==> src/rtl/fc_mac_stream.sv <==
// Streaming fully-connected neuron: accumulates N_IN activation*weight pairs,
// adds a bias, applies optional ReLU and saturates into a registered result.
module fc_mac_stream #(
    parameter int N_IN  = 3136,
    parameter int IN_W  = 30,
    parameter int W_W   = 9,
    parameter int B_W   = 9,
    parameter int OUT_W = 38
) (
    input  logic                    clk,
    input  logic                    rst,
    input  logic                    enable,
    input  logic                    in_valid,
    input  logic signed [IN_W-1:0]  in_data,
    input  logic signed [W_W-1:0]   w_data,
    output logic                    in_ready,
    input  logic signed [B_W-1:0]   b,
    input  logic                    relu_en,
    output logic signed [OUT_W-1:0] output_fc,
    output logic                    done_fc,
    output logic [1:0]              state_dbg
);

    localparam int PROD_W = IN_W + W_W;
    localparam int ACC_W  = PROD_W + $clog2(N_IN) + 1;
    localparam int SUM_W  = ((ACC_W > B_W) ? ACC_W : B_W) + 1;
    localparam int EXT_W  = (SUM_W > OUT_W) ? SUM_W : OUT_W;
    localparam int CNT_W  = (N_IN > 1) ? $clog2(N_IN) : 1;

    localparam logic [CNT_W-1:0] LAST_CNT = CNT_W'(N_IN - 1);
    localparam logic signed [EXT_W-1:0] MAX_V = {{(EXT_W-OUT_W+1){1'b0}}, {(OUT_W-1){1'b1}}};
    localparam logic signed [EXT_W-1:0] MIN_V = {{(EXT_W-OUT_W+1){1'b1}}, {(OUT_W-1){1'b0}}};

    typedef enum logic [1:0] {
        IDLE  = 2'd0,
        ACCUM = 2'd1,
        BIAS  = 2'd2,
        DONE  = 2'd3
    } state_t;

    state_t state;
    state_t state_nxt;

    logic signed [ACC_W-1:0]  acc;
    logic        [CNT_W-1:0]  cnt;
    logic signed [PROD_W-1:0] prod;
    logic signed [EXT_W-1:0]  sum;
    logic signed [EXT_W-1:0]  relu_sum;
    logic signed [EXT_W-1:0]  sat;
    logic                     accept;

    // Handshake: a pair transfers on a rising edge where in_valid and in_ready
    // are both high; in_ready depends only on state, never on in_valid.
    assign accept = in_valid && in_ready;

    always_ff @(posedge clk or posedge rst) begin
        if (rst) begin
            state <= IDLE;
        end else begin
            state <= state_nxt;
        end
    end

    always_comb begin
        state_nxt = state;
        case (state)
            IDLE:    state_nxt = enable ? ACCUM : IDLE;
            ACCUM: begin
                if (!enable) begin
                    state_nxt = IDLE;
                end else if (in_valid && cnt == LAST_CNT) begin
                    state_nxt = BIAS;
                end
            end
            BIAS:    state_nxt = enable ? DONE : IDLE;
            DONE:    state_nxt = enable ? DONE : IDLE;
            default: state_nxt = IDLE;
        endcase
    end

    always_comb begin
        in_ready  = (state == ACCUM);
        done_fc   = (state == DONE);
        state_dbg = state;
    end

    // Operands are sign-extended to the product width so the multiply is exact.
    assign prod = {{W_W{in_data[IN_W-1]}}, in_data} * {{IN_W{w_data[W_W-1]}}, w_data};

    always_ff @(posedge clk or posedge rst) begin
        if (rst) begin
            acc <= '0;
            cnt <= '0;
        end else if (!enable || state == IDLE) begin
            acc <= '0;
            cnt <= '0;
        end else if (state == ACCUM && accept) begin
            acc <= acc + {{(ACC_W-PROD_W){prod[PROD_W-1]}}, prod};
            cnt <= cnt + CNT_W'(1);
        end
    end

    always_comb begin
        sum      = {{(EXT_W-ACC_W){acc[ACC_W-1]}}, acc} + {{(EXT_W-B_W){b[B_W-1]}}, b};
        relu_sum = (relu_en && sum[EXT_W-1]) ? '0 : sum;
        if (relu_sum > MAX_V) begin
            sat = MAX_V;
        end else if (relu_sum < MIN_V) begin
            sat = MIN_V;
        end else begin
            sat = relu_sum;
        end
    end

    // Dropping enable anywhere returns the result to zero along with the FSM.
    always_ff @(posedge clk or posedge rst) begin
        if (rst) begin
            output_fc <= '0;
        end else if (!enable) begin
            output_fc <= '0;
        end else if (state == BIAS) begin
            output_fc <= sat[OUT_W-1:0];
        end
    end

endmodule

==> config.mk <==
export PLATFORM = sky130hd
export DESIGN_NAME = fc_mac_stream
export DESIGN_NICKNAME = d
export VERILOG_FILES = /design/src/rtl/fc_mac_stream.sv
export SDC_FILE = /design/constraint.sdc
export NUM_CORES = 1
export LEC_CHECK = 0
export BUFFER_PORTS_ARGS = -buffer_cell sky130_fd_sc_hd__buf_2
export CORE_MARGIN = 3
export CORE_UTILIZATION = 50
export CTS_CLUSTER_DIAMETER = 80
export DETAILED_ROUTE_END_ITERATION = 10
export HOLD_SLACK_MARGIN = 0.1
export PLACE_DENSITY_LB_ADDON = 0.2
export SLEW_MARGIN = 20
export SYNTH_ARGS = -nofsm -noshare
export SYNTH_HDL_FRONTEND = slang
export SYNTH_SLANG_ARGS = --single-unit
==> constraint.sdc <==
create_clock -name clk -period 3.2 [get_ports clk]
set_input_delay 0.16 -clock clk [delete_from_list [all_inputs] [get_ports clk]]
set_output_delay 0.16 -clock clk [all_outputs]
set_load 0.03 [all_outputs]
After elaboration in Yosys (flattened, before gate mapping)

Index checks and enable logic that the tools add are counted.

Input port bits: 53
Word-level logic and storage cells: 39
Output and inout bits: 42
Register bits: 104

Order comparisons: 2
Eq/ne operators: 6
Multiply operators: 1
Reductions and logical operators: 9
Multiplexer cells: 14
Add/sub/neg operators: 3

Operators with widths:

| cell                  | count |
|---|---|
| $mux 38               | 4 |
| $mux 52               | 2 |
| $add 52x9->53         | 1 |
| $gt 53x38->1 const B  | 1 |
| $lt 53x38->1 const B  | 1 |
| $mux 53               | 1 |
| $add 52x52->52        | 1 |
| $mul 30x9->39         | 1 |
| $mux 12               | 2 |
| $add 12x1->12 const B | 1 |
| $eq 12x12->1 const B  | 1 |
| $mux 2                | 3 |
| $pmux 2 s3            | 1 |
| $eq 2x2->1 const B    | 2 |
| $logic_and 1x1->1     | 4 |
| $ne 3x2->1 const B    | 1 |
| $eq 2x1->1 const B    | 1 |
| $logic_not 2->1       | 1 |
| $ne 2x1->1 const B    | 1 |
| $reduce_bool 2->1     | 1 |
| $reduce_or 2->1       | 1 |
| $logic_not 1->1       | 1 |
| $logic_or 1x1->1      | 1 |
| $mux 1                | 1 |

Depth between registers and ports, before layout

Depth in word-level cells: 8
Mapped depth: 36
Mapped depth without buffers: 35

Worst setup path before layout

Ideal clock, no wire load.

Path kind: input port to flip-flop
Start point: in w_data[8]
End point: reg acc[51]
Data required time: 3.117 ns
Buffers on the path: 1
Library setup time: 0.083 ns
Stages: 29
Data arrival time: 7.538 ns
Setup slack: -4.421 ns
Cells stage by stage: clkinv_1 > clkbuf_1 > nor2_1 > fa_1 > fa_1 > fa_1 > fa_1 > ha_1 > ha_1 > o21a_1 > nor2_1 > or3_1 > o32ai_1 > a21oi_1 > a311oi_1 > a41oi_1 > xnor2_1 > ha_1 > a21oi_1 > nor2b_1 > o21ai_0 > nand2b_1 > a21oi_1 > o21ai_0 > a211o_1 > a41oi_1 > xor2_1 > or3_1 > o21ai_0

Word-level cells in the longest chain between the ends: 4

RTL lines:

| element              | RTL line | RTL |
|---|---|---|
| start, declared      | 15       | `input logic signed [W_W-1:0] w_data,` |
| $mul 30x9->39        | 88       | `assign prod = {{W_W{in_data[IN_W-1]}}, in_data} * {{IN_W{w_data[W_W-1]}}, w_data};` |
| $add 52x52->52       | 98       | `acc <= acc + {{(ACC_W-PROD_W){prod[PROD_W-1]}}, prod};` |
| $mux 52              | 97       | `end else if (state == ACCUM && accept) begin` |
| $mux 52              | 94       | `end else if (!enable \|\| state == IDLE) begin` |
| end signal, assigned | 98       |  |
| end, declared        | 44       | `logic signed [ACC_W-1:0] acc;` |

Every way passes these cells. The select of a mux whose other input is x is not followed.
A chain may end at the register's enable or synchronous reset.

Final worst setup path

Start point: in in_data[8]
End point: reg acc[51]

Word-level cells in the longest chain between the ends: 4

RTL lines:

| element         | RTL line | RTL |
|---|---|---|
| start, declared | 14       | `input logic signed [IN_W-1:0] in_data,` |
| $mul 30x9->39   | 88       |  |
| $add 52x52->52  | 98       |  |
| $mux 52         | 97       |  |
| $mux 52         | 94       |  |

Every way passes these cells. The select of a mux whose other input is x is not followed.

==> results.yml <==
layout:
  layout_commonest_cell: "buf_4"
  finish.utilization_pct: 75.78
  postLayoutCellArea_um2: 27940
  syn2layout_area_growth_pct: 48.09
  drive_gt1_share_pct: 40.22
  fin_nets: 3340
  mostFrequentLayoutCells: "buf_4, nand2_1, fa_1"
  n_antenna_cell: 0
critical_path:
  critPathCaptureType: "register"
  cp_max_fo: 9
  cp.arrival_ns: 7.01
  cp_slowest_cell: "fa_1"
  path_common_cell: "fa_1"
  ff2ff_setup_slack_ns: -0.59
  cp-start-kind: "primary input"
  slowest_delay_ns: 0.60
  crit_type: "in -> reg"
  crit_required_ns: 3.50
global_route:
  grt_pass1_wl_um: 96140
  grt_overflow: 0
  first_global_vias: 19940
  grt_max_degree: 58
  grt_usage_pct: 28.27
  antenna_found_initial: 0
synthesis:
  ys_seq_area_share_pct: 13.79
  synth_seq_cells: 104
  postSynthCellCount: 2185
  synth_cell_types: 92
  synth_top_area_cell: "fa_1"
  syn_area_um2: 18870
  synth-edff-count: 0
  syn_nets: 2648
  postSynthAreaPerCell_um2: 8.635
  netlist.area_leader.share_pct: 23.24
  async_flop_share_pct: 100.0
  synth_flop_cell: "dfrtp_1"
  synth.area.top_cells: "fa_1, dfrtp_1, ha_1"
  yosysWarnings: 0
placement:
  port_buffers: 94
  hpwl_um: 43680
  gp_congestion: 0.9141
  dpl_cell_area_um2: 24430
  place_ws_ns: -4.230
timing:
  fin_crit_sh_pct: 209.6
  final.min_clock_period_ns: 6.706
  rsz0062_at_grt: "yes"
  setup_viol: 84
  finalHoldViolations: 0
  slew_violations: 0
  skew_ns: 0.009590
  layout_setup_ws_ns: -3.506
  worstMarginPinSlew_ns: 0.7160
  slew_headroom_pct: 51.86
  fin_setup_tns_ns: -138.21
  timing.fmax_ghz: 0.1491
run:
  maxCapViolCount: 0
hold_path:
  hold_path_class: "in -> reg"
die:
  ios: 95
  die_x_um: 200.3
  core-area_um2: 36870
  die_height_um: 200.3
  num_rows: 70
  start_util_pct: 51.17
  dieArea_um2: 40100
clock_network:
  cts_made_buffers: 9
  cts.sinks: 104
  cts_root_buffer: "clkbuf_16"
  clk_pin_slew_worst_paths_ns: 0.07
  cts_tree: "built"
  htreeDepth: 3
  clk_latency_ns: 0.37
  cts_buffer_depth: 2
detailed_routing:
  drtPass1Iterations: 5
  drcViolationCount: 0
  drt-initial-drc-count: 1052
  vias_per_cell: 5.600
  via_count: 18960
  ant_nets: 0
  wirelength_um: 58940
  post_drt_wl_per_cell_um: 17.41
outcome:
  status: "finished with violations"
  failed_checks: "negative setup slack"
## path summary, 6_finish.rpt
path,start,cells after the start,end
worst max-delay path,in_data[8],32,acc[51]$_DFFE_PP0P_
worst min-delay path,relu_en,4,output_fc[37]$_DFFE_PP0P_
worst max register to register,acc[0]$_DFFE_PP0P_,14,acc[51]$_DFFE_PP0P_
worst min register to register,output_fc[4]$_DFFE_PP0P_,2,output_fc[4]$_DFFE_PP0P_
max in group asynchronous,rst,4,acc[50]$_DFFE_PP0P_
min in group asynchronous,rst,3,output_fc[0]$_DFFE_PP0P_
## cells by family after synthesis
group / after synthesis / synth area share (%)
buffers and inverters: 245 / 5.226
flip-flops: 104 / 13.79
AO/OA/AOI/OAI: 553 / 19.58
XOR/XNOR: 121 / 5.617
multiplexers: 3 / 0.1857
adder cells (fa/ha/maj): 410 / 35.90
AND/OR/NAND/NOR: 749 / 19.70
## synthesized netlist by cell type, drive strengths merged, types with 10 or more instances
cell type and n:
nand2 294, fa 219, ha 191, inv 163, a21oi 161, and2 152
o21ai 141, nor2 115, dfrtp 104, xnor2 66, clkbuf 59, xor2 55
a21o 54, nand4 31, nand3 27, nor3 27, buf 22, o21a 21
a31oi 20, o221ai 20, nor2b 18, a211oi 17, o211ai 17, o21bai 17
nand2b 16, or3 16, and3 14, and4 13, o31ai 10
## registers in the layout, indices dropped and copies added (netlist names)
register and count:
output_fc 38, acc 52, state_dbg 2, cnt 12
## stage by stage
stage               instances  hold slack [ns]
floorplan                2185           0.2825
global placement         3250           0.2784
detailed placement       3250           0.2870
CTS                      3353           0.1129
global route             3386           0.1329
finish                   3386           0.1295
## metal layers
metal / global-route usage [%] / share of wire [%] / wire [um]
met5: 0 / 0 / 0
met4: 7.553 / 2.2 / 1275
met3: 2.812 / 3.5 / 2060
met2: 52.20 / 54 / 31670
met1: 35.36 / 41 / 23940
## critical path, delay by kind of cell
kind / cells / cell delay (ns)
xor+xnor: 1 / 0.11
buf+inv: 2 / 0.21
compound gates: 15 / 2.32
simple gates: 7 / 1.34
fa+ha+maj: 7 / 2.84
## area by class of cell
cell class                 instances  area (um^2)
tap                              504        630.6
sequential                       104         2605
inverter                         164        630.6
multi-input combinational       1836        17510
clock inverter                     3        17.52
timing repair buffer             761         6284
clock buffer                      13        250.2
timing repair inverter             1        8.758
fill                            2459         8932
## what timing repair did
action,CTS,global route
endpoints found under the hold margin,49,0
cloned,11,1
setup endpoints to repair,86,86
hold buffers,2,0
setup buffers,78,39
resized for setup,334,141
pin swaps,222,142
Power is left out: the tool's default activity adds up to more than one toggle a clock period on the data nets, which glitch-free logic cannot reach.
